`src/rtl/mem_lsu_pkg.sv`:
```
// rtl/mem_lsu_pkg.sv - shared types and alignment helpers for the split load/store unit
// Contents: mem_dt_e access types, errno_e completion codes (including EALIGN),
//   lsu_state_e sequencer states, lsu_is_aligned() and lsu_beats() helpers.
package mem_lsu_pkg;

  typedef enum logic [2:0] {
    MEM_DT_BYTE  = 3'd0,
    MEM_DT_UBYTE = 3'd1,
    MEM_DT_HALF  = 3'd2,
    MEM_DT_UHALF = 3'd3,
    MEM_DT_WORD  = 3'd4
  } mem_dt_e;

  typedef enum logic [2:0] {
    ENONE  = 3'd0,
    EFAULT = 3'd1,
    EBUS   = 3'd2,
    EALIGN = 3'd3
  } errno_e;

  typedef enum logic [1:0] {
    LSU_IDLE   = 2'd0,
    LSU_ACCESS = 2'd1,
    LSU_RESP   = 2'd2
  } lsu_state_e;

  function automatic logic lsu_is_aligned(input logic [1:0] addr_lo, input mem_dt_e dt);
    case (dt)
      MEM_DT_HALF, MEM_DT_UHALF: return (addr_lo[0] == 1'b0);
      MEM_DT_WORD:               return (addr_lo == 2'b00);
      default:                   return 1'b1;
    endcase
  endfunction

  // Returns the number of beats minus one, so it fits the 2-bit beat counter.
  function automatic logic [1:0] lsu_beats(input logic [1:0] addr_lo, input mem_dt_e dt);
    if (lsu_is_aligned(addr_lo, dt)) return 2'd0;
    if (dt == MEM_DT_WORD)           return 2'd3;
    return 2'd1;
  endfunction

endpackage

```
`src/rtl/mem_split_extend.sv`:
```
// rtl/mem_split_extend.sv - sign/zero extension of the assembled load bytes
// Ports: asm_i  assembled load bytes (byte lane k = byte at addr+k)
//        dt_i   access type of the load
//        data_o extended 32-bit load result
module mem_split_extend
  import mem_lsu_pkg::*;
(
  input  logic [31:0] asm_i,
  input  mem_dt_e     dt_i,
  output logic [31:0] data_o
);

  always_comb begin
    data_o = asm_i;
    case (dt_i)
      MEM_DT_BYTE:  data_o = {{24{asm_i[7]}}, asm_i[7:0]};
      MEM_DT_UBYTE: data_o = {24'h0, asm_i[7:0]};
      MEM_DT_HALF:  data_o = {{16{asm_i[15]}}, asm_i[15:0]};
      MEM_DT_UHALF: data_o = {16'h0, asm_i[15:0]};
      default:      data_o = asm_i;
    endcase
  end

endmodule

```
`src/rtl/mem_split_lsu.sv`:
```
// rtl/mem_split_lsu.sv - load/store sequencer splitting misaligned accesses into byte beats
// Ports: clk/rst_n clock and async active-low reset
//        req_*  request handshake (valid/ready) with addr, wdata, we, dt
//        resp_* one-cycle completion pulse with extended rdata and error code
//        mem_*  single-port data memory interface (combinational read)
module mem_split_lsu
  import mem_lsu_pkg::*;
#(
  parameter bit SPLIT_EN = 1'b1
) (
  input  logic        clk,
  input  logic        rst_n,
  input  logic        req_valid,
  output logic        req_ready,
  input  logic [31:0] req_addr,
  input  logic [31:0] req_wdata,
  input  logic        req_we,
  input  mem_dt_e     req_dt,
  output logic        resp_valid,
  output logic [31:0] resp_rdata,
  output errno_e      resp_err,
  output logic [31:0] mem_addr,
  output logic [31:0] mem_wd,
  output logic        mem_we,
  output mem_dt_e     mem_dt,
  input  logic [31:0] mem_rd,
  input  errno_e      mem_err
);

  lsu_state_e  state_q, state_d;
  logic [31:0] addr_q, addr_d, wdata_q, wdata_d;
  logic        we_q, we_d;
  mem_dt_e     dt_q, dt_d;
  logic [1:0]  last_q, last_d, beat_q, beat_d;
  logic [31:0] asm_q, asm_d, rdata_q, rdata_d;
  errno_e      err_q, err_d;
  logic [31:0] ext_data;

  // Extension sees the assembly value including the byte captured this beat,
  // so the final result is available at the edge that ends the last beat.
  mem_split_extend u_ext (
    .asm_i  (asm_d),
    .dt_i   (dt_q),
    .data_o (ext_data)
  );

  assign req_ready  = (state_q == LSU_IDLE);
  assign resp_valid = (state_q == LSU_RESP);
  assign resp_rdata = rdata_q;
  assign resp_err   = err_q;

  always_comb begin
    state_d  = state_q;
    addr_d   = addr_q;
    wdata_d  = wdata_q;
    we_d     = we_q;
    dt_d     = dt_q;
    last_d   = last_q;
    beat_d   = beat_q;
    asm_d    = asm_q;
    rdata_d  = rdata_q;
    err_d    = err_q;
    mem_addr = 32'h0;
    mem_wd   = 32'h0;
    mem_we   = 1'b0;
    mem_dt   = MEM_DT_WORD;
    case (state_q)
      LSU_IDLE: begin
        if (req_valid) begin
          addr_d  = req_addr;
          wdata_d = req_wdata;
          we_d    = req_we;
          dt_d    = req_dt;
          last_d  = lsu_beats(req_addr[1:0], req_dt);
          beat_d  = 2'd0;
          asm_d   = 32'h0;
          if (!SPLIT_EN && !lsu_is_aligned(req_addr[1:0], req_dt)) begin
            err_d   = EALIGN;
            rdata_d = 32'h0;
            state_d = LSU_RESP;
          end else begin
            err_d   = ENONE;
            state_d = LSU_ACCESS;
          end
        end
      end
      LSU_ACCESS: begin
        mem_we = we_q;
        // last_q == 0 only for aligned requests: one native-width access.
        if (last_q == 2'd0) begin
          mem_addr = addr_q;
          mem_dt   = dt_q;
          mem_wd   = wdata_q;
          asm_d    = mem_rd;
        end else begin
          mem_addr = addr_q + {30'h0, beat_q};
          mem_dt   = we_q ? MEM_DT_BYTE : MEM_DT_UBYTE;
          mem_wd   = wdata_q >> {beat_q, 3'b000};
          asm_d[{beat_q, 3'b000} +: 8] = mem_rd[7:0];
        end
        if (mem_err != ENONE) begin
          err_d   = mem_err;
          rdata_d = we_q ? 32'h0 : ext_data;
          state_d = LSU_RESP;
        end else if (beat_q == last_q) begin
          rdata_d = we_q ? 32'h0 : ext_data;
          state_d = LSU_RESP;
        end else begin
          beat_d = beat_q + 2'd1;
        end
      end
      LSU_RESP: state_d = LSU_IDLE;
      default:  state_d = LSU_IDLE;
    endcase
  end

  always_ff @(posedge clk or negedge rst_n) begin
    if (!rst_n) begin
      state_q <= LSU_IDLE;
      addr_q  <= 32'h0;
      wdata_q <= 32'h0;
      we_q    <= 1'b0;
      dt_q    <= MEM_DT_WORD;
      last_q  <= 2'd0;
      beat_q  <= 2'd0;
      asm_q   <= 32'h0;
      rdata_q <= 32'h0;
      err_q   <= ENONE;
    end else begin
      state_q <= state_d;
      addr_q  <= addr_d;
      wdata_q <= wdata_d;
      we_q    <= we_d;
      dt_q    <= dt_d;
      last_q  <= last_d;
      beat_q  <= beat_d;
      asm_q   <= asm_d;
      rdata_q <= rdata_d;
      err_q   <= err_d;
    end
  end

endmodule

```
`config.mk`:
```
export PLATFORM = sky130hd
export DESIGN_NAME = mem_split_lsu
export DESIGN_NICKNAME = d
export VERILOG_FILES = /design/src/rtl/mem_lsu_pkg.sv /design/src/rtl/mem_split_extend.sv /design/src/rtl/mem_split_lsu.sv
export SDC_FILE = /design/constraint.sdc
export NUM_CORES = 1
export LEC_CHECK = 0
export BUFFER_PORTS_ARGS = -buffer_cell sky130_fd_sc_hd__buf_2
export CAP_MARGIN = 20
export CORE_MARGIN = 3
export CORE_UTILIZATION = 53
export DETAILED_ROUTE_END_ITERATION = 10
export PLACE_DENSITY = 0.85
export SETUP_SLACK_MARGIN = 0.02
export SLEW_MARGIN = 10
export SYNTH_ARGS = -nofsm -noshare
export SYNTH_HDL_FRONTEND = slang
export SYNTH_SLANG_ARGS = --single-unit
```
`constraint.sdc`:
```
create_clock -name clk -period 3.77 [get_ports clk]
set_input_delay 0 -clock clk [delete_from_list [all_inputs] [get_ports clk]]
set_output_delay 0 -clock clk [all_outputs]
set_load 0.005 [all_outputs]
```
Word level (Yosys, flattened, before mapping)
Index checks and enable logic that the tools add are counted.
{"block": "word_totals", "register_bits": 141, "word_cells": 85, "out_inout_bits": 105}
{"block": "classes", "muxes": 41, "bitwise_logic": 1, "n_shift": 3, "add_sub_neg": 3, "eq_ne": 14, "reduce_logical": 13}
{"cell": "$mux W32", "n": 9}
{"cell": "$pmux W32 S4", "n": 1}
{"cell": "$pmux W32 S2", "n": 1}
{"cell": "$add A32 B2 Y32", "n": 1}
{"cell": "$bwmux W32", "n": 1}
{"cell": "$shift A8 B7 Y32 const A", "n": 1}
{"cell": "$shiftx A8 B7 Y32", "n": 1}
{"cell": "$shr A32 B5 Y32", "n": 1}
{"cell": "$mux W2", "n": 10}
{"cell": "$eq A3 B2 Y1 const B", "n": 4}
{"cell": "$mux W3", "n": 4}
{"cell": "$mux W1", "n": 11}
{"cell": "$ne A2 B2 Y1 const B", "n": 4}
{"cell": "$pmux W2 S2", "n": 2}
{"cell": "$neg A5 Y7", "n": 1}
{"cell": "$logic_not A2 Y1", "n": 3}
{"cell": "$pmux W3 S2", "n": 1}
{"cell": "$reduce_and A2 Y1", "n": 3}
{"cell": "$reduce_and A4 Y1", "n": 1}
{"cell": "$reduce_bool A2 Y1", "n": 2}
{"cell": "$eq A3 B1 Y1 const B", "n": 1}
{"cell": "$eq A3 B3 Y1 const B", "n": 1}
{"cell": "$logic_not A3 Y1", "n": 1}
{"cell": "$ne A3 B3 Y1 const B", "n": 1}
{"cell": "9 further kinds", "n": 9}

Longest topological paths before layout
{"block": "depth", "depth_word": 13, "depth_mapped": 11, "mapped_depth_nobuf": 7}

By module
From an unflattened synthesis, not the netlist that was laid out.
{"block": "unflattened", "cells_unflattened": 966, "area_unflattened_um2": 7795.0}
{"mod": "mem_split_lsu", "seq_area_each_um2": 3529.6, "cells_each": 899, "area_each_um2": 7433.4, "instances": 1}
{"mod": "mem_split_extend", "seq_area_each_um2": 0.0, "cells_each": 67, "area_each_um2": 361.6, "instances": 1}

Worst setup path before layout
Ideal clock, no wire load.
{"block": "synth_path", "path_type": "flip-flop to flip-flop", "startpoint": "register beat_q[0]", "endpoint": "register rdata_q[21], in the netlist resp_rdata[21]", "path_slack_ns": 1.069, "stages_incl_launch_ff": 12, "t_arrival_ns": 2.579, "path_cell_list": "dfrtp_1 -> buf_6 -> inv_2 -> clkbuf_1 -> ha_1 -> and4b_1 -> buf_2 -> a221oi_2 -> a2bb2oi_2 -> o221ai_4 -> buf_6 -> a32o_1"}
{"block": "synth_via", "elab_chain_cells": 9, "elab_cells_between_ends": 13}
{"item": "start: declaration", "line_no": "mem_split_lsu.sv:34", "text": "logic [1:0] last_q, last_d, beat_q, beat_d;"}
{"item": "start signal: assignment", "line_no": "mem_split_lsu.sv:136", "text": "beat_q <= beat_d;"}
{"item": "$neg A5 Y7", "line_no": "mem_split_lsu.sv:99", "text": "asm_d[{beat_q, 3'b000} +: 8] = mem_rd[7:0];"}
{"item": "$shiftx A8 B7 Y32 or $shift A8 B7 Y32 (tied branches)", "line_no": "mem_split_lsu.sv:99"}
{"item": "$bwmux W32", "line_no": "mem_split_lsu.sv:99"}
{"item": "$mux W32", "line_no": "mem_split_lsu.sv:90", "text": "if (last_q == 2'd0) begin"}
{"item": "$pmux W32 S2", "line_no": "mem_split_lsu.sv:67", "text": "case (state_q)"}
{"item": "$pmux W32 S4", "line_no": "mem_split_extend.sv:15", "text": "case (dt_i)"}
{"item": "$mux W32", "line_no": "mem_split_lsu.sv:103, mem_split_lsu.sv:106"}
{"item": "$mux W32", "line_no": "mem_split_lsu.sv:105", "text": "end else if (beat_q == last_q) begin"}
{"item": "$mux W32", "line_no": "mem_split_lsu.sv:101", "text": "if (mem_err != ENONE) begin"}
{"item": "end signal: assignment", "line_no": "mem_split_lsu.sv:138", "text": "rdata_q <= rdata_d;"}
{"item": "end: declaration", "line_no": "mem_split_lsu.sv:35", "text": "logic [31:0] asm_q, asm_d, rdata_q, rdata_d;"}
Several ways; a longest one is shown, not always the timed one. The select of a mux whose other input is x is not followed.
A chain may end at the register's enable or synchronous reset.

Worst setup path after layout
{"block": "layout_path", "startpoint": "register beat_q[1]", "endpoint": "output port mem_addr[28]"}
{"block": "layout_via", "elab_chain_cells": 3}
{"item": "$add A32 B2 Y32", "line_no": "mem_split_lsu.sv:96", "text": "mem_addr = addr_q + {30'h0, beat_q};"}
{"item": "$mux W32", "line_no": "mem_split_lsu.sv:90"}
{"item": "$mux W32", "line_no": "mem_split_lsu.sv:67"}
{"item": "end: declaration", "line_no": "mem_split_lsu.sv:22", "text": "output logic [31:0] mem_addr,"}
No other way between the ends.

==> impl_metrics.yaml <==
run_status:
  status: "finished, final reports clean"
clock_network:
  cts.path.max_buffers: 2
  cts_setup_buffers: 0
  clockRootBuffer: "clkbuf_16"
  cts_buffers: 17
  cts.hold.buffers_added: 98
  h-tree-depth: 4
  worstSkewPairLatency_ns: 0.43
  cts_sinks: 141
  cts_tree: "yes"
  path_clk_slew_ns: 0.06
  cts_resized: 0
worst_setup_path:
  cp.required_ns: 3.77
  rr_endpoint: "resp_rdata[19]$_DFFE_PN0P_"
  rrSetupSlack_ns: 0.86
  r2r_start: "beat_q[1]$_DFFE_PN0P_"
  worstSetupEndpointType: "output pin"
  crit_path_top_delay_cell: "fa_1"
  crit_type: "flop to output pin"
  reg2reg_depth: 7
  cp_cell_sequence: "clkinv_1, fa_1, nor2_1, nand4_1, or3_1, a21oi_1, buf_2"
  start_kind: "flop"
  worstPathMaxFanout: 12
  slowest_delay_ns: 0.64
  arrival_ns: 3.20
timing:
  hold_violations: 0
  worst_slew_pin_slew_ns: 0.937
  whs_ns: 0.0213
  fmax_mhz: 312
  fin_crit_sh_pct: 84.9
  fin_worst_skew_ns: 0.00822
  slew_headroom_pct: 37.0
  slew_violations: 0
  setup_viol: 0
  grt_setup_unrepaired: "false"
  finalCriticalPeriod_ns: 3.20
  tns_ns: 0
hold_path:
  hold-path-cell-count: 3
  hold-path-endpoint: "asm_q[8]$_DFF_PN0_"
  hold_path.class: "input port to flop"
  worstHoldStart: "mem_rd[8]"
global_route:
  grt_pass1_vias: 8097
  grt_overflow: 0
  grt.total_usage_pct: 33.2
  antenna_found_initial: 1
  grt_pass1_wl_um: 42300
  grt_start_max_net_pins: 113
detailed_routing:
  drtIter0Drc: 1022
  drc: 0
  dr.pass1.iters: 6
  final_antenna_net_count: 0
  finalWirelength_um: 26300
  wire_per_inst_um: 19.5
  dr_total_vias: 8252
  vias_per_cell: 6.14
synth:
  synth_top_cell_by_area: "dfrtp_1"
  synth_compound_area_share_pct: 19.9
  yosysWarnings: 0
  synth.area.top_cells: "dfrtp_1, nand2_1, o21ai_0, a21oi_1, a221o_1"
  syn_avg_cell_area_um2: 8.63
  syn_inst: 874
  ys_seq_elements: 141
  synthXorXnorAreaFrac_pct: 2.44
  yosysSeqAreaShare_pct: 46.8
  synth_flop_cell: "dfrtp_1"
  synth_area_um2: 7540
  synthAdderAreaFrac_pct: 1.26
  muxShareOfSynthArea_pct: 1.19
  synth_edf_count: 0
  yosys.area_share.simple_pct: 24.1
  async_flop_share_pct: 100
  syn-num-nets: 987
  synth_top_area_share_pct: 46.5
  ys_types: 59
  synth_top_family_by_area: "simple AND/OR/NAND/NOR gates"
floorplan:
  dieArea_um2: 15700
  rows: 42
  initial_core_util_pct: 55.6
  die_w_um: 125
  core-area_um2: 13600
  die_y_um: 125
  io_pins: 211
cells_and_area:
  drive_above_1_share_pct: 24.7
  instances_no_fill: 1345
  final_util_pct: 76.1
  area_growth_pct: 36.7
  nets: 1268
power_and_ir_drop:
  power.density_nw_per_um2: 706
  peakVddDrop_mv: 0.425
  p_leak_nw: 5.18
placement:
  hpwl_um: 15800
  dp.cells: 1213
  port_buffers: 210
  place.gp.congestion: 0.880
run:
  maxCapViolCount: 0
==> per-stage QoR <==
stage | power (W) | setup WS (ns) | area (um2)
2_1_floorplan | 0.00436 | 1.07 | 7540
5_1_grt | 0.00771 | 0.387 | 10300
3_5_place_dp | 0.00534 | 0.808 | 8680
3_3_place_gp | 0.00524 | 0.880 | 8680
4_1_cts | 0.00716 | 0.652 | 10300
6_report | 0.00728 | 0.568 | 10300
==> layer usage <==
metal | vias to the layer above | global-route usage [%] | share of wire [%]
met5 | - | 0 | 0
met2 | 606 | 55.2 | 48
li1 | 3645 | - | -
met4 | 0 | 13.4 | 4.0
met3 | 112 | 8.32 | 11
met1 | 3889 | 41.9 | 37
==> Yosys cell counts (2+ instances only) <==
cell type and instances:
xor2_1 11, clkinv_1 3, nor3_1 5, nor2_1 38, buf_6 2, inv_1 14, a21oi_1 46, a32o_1 17
nand2_1 260, o21ai_1 2, nand2b_1 3, and2_1 3, dfrtp_1 140, a22o_1 17, ha_1 6, or3_1 13
a221oi_1 6, clkbuf_1 48, nor4bb_1 2, nand3_1 37, mux2_2 8, o211ai_1 16, o22ai_1 16, buf_2 9
and4_1 4, xnor2_1 10, nand4_1 9, o31ai_1 2, a221o_1 23, nor2b_1 10, nand3b_1 2, and3_1 12
a31o_2 2, buf_1 2, o21ai_0 51, a211oi_1 2
==> cells in the final DEF, fill, tap and decap left out, drive strengths merged, types with 3 or more instances in the layout <==
| cell type | count |
|---|---|
| o21ai | 53 |
| a32o | 17 |
| xnor2 | 10 |
| clkbuf | 23 |
| ha | 6 |
| buf | 225 |
| nand2 | 260 |
| o22ai | 16 |
| nor3 | 6 |
| or3 | 13 |
| xor2 | 11 |
| dfrtp | 140 |
| and2 | 3 |
| a221o | 23 |
| nor2 | 38 |
| nand4 | 10 |
| and3 | 12 |
| nor2b | 10 |
| o211ai | 16 |
| inv | 16 |
| clkinv | 7 |
| nand2b | 3 |
| and4 | 4 |
| a22o | 17 |
| dlygate4sd3 | 98 |
| nand3 | 37 |
| mux2 | 8 |
| a21oi | 47 |
| a221oi | 7 |
==> how the worst max path moves through the flow <==
stage | startpoint | end | slack (ns) | cells past startpoint
final | beat_q[1]$_DFFE_PN0P_ | mem_addr[28] | 0.57 | 7
after global placement | beat_q[1]$_DFFE_PN0P_ | resp_rdata[20]$_DFFE_PN0P_ | 0.88 | 7
after global routing | beat_q[1]$_DFFE_PN0P_ | mem_addr[28] | 0.39 | 7
after CTS | beat_q[1]$_DFFE_PN0P_ | mem_addr[28] | 0.65 | 7
after floorplan | beat_q[0]$_DFFE_PN0P_ | resp_rdata[21]$_DFFE_PN0P_ | 1.07 | 11
after detailed placement | beat_q[1]$_DFFE_PN0P_ | resp_rdata[18]$_DFFE_PN0P_ | 0.81 | 7
==> where the power goes <==
group          internal [W]  switching [W]  leakage [nW]
clock               0.00106       0.000664         0.296
sequential          0.00213       0.000625          1.81
combinational       0.00119        0.00161          3.08
==> sequential cells by signal, summed over array words and instances (netlist names) <==
register / count
addr_q: 32
asm_q: 32
resp_rdata: 32
wdata_q: 32
dt_q: 3
resp_err: 3
beat_q: 2
last_q: 2
state_q: 2
we_q: 1
==> critical path: cells and delay by family (launching register included) <==
kind                     cells  cell delay, ns
buffers and inverters        2            0.50
AND/OR/NAND/NOR              3            1.11
adder cells (fa/ha/maj)      1            0.64
AO/OA/AOI/OAI                1            0.17
flip-flops                   1            0.34
==> final cells by class <==
type	instances	area (um2)
Tap cell	176	220
Inverter	18	67.6
Timing Repair Buffer	323	2170
Antenna cell	1	2.50
Clock buffer	23	498
Clock inverter	9	108
Multi-Input combinational cell	654	3710
Sequential cell	141	3530
Fill cell	869	3250
==> kinds of logic (layout without fill, tap and decap cells) <==
group,Yosys count,after routing
AND/OR/NAND/NOR,408,408
XOR/XNOR,21,21
flip-flops,141,141
other,0,1
buffers and inverters,79,373
adder cells (fa/ha/maj),7,7
AO/OA/AOI/OAI,210,210
multiplexers,8,8
(Power assumes the default switching activity.)
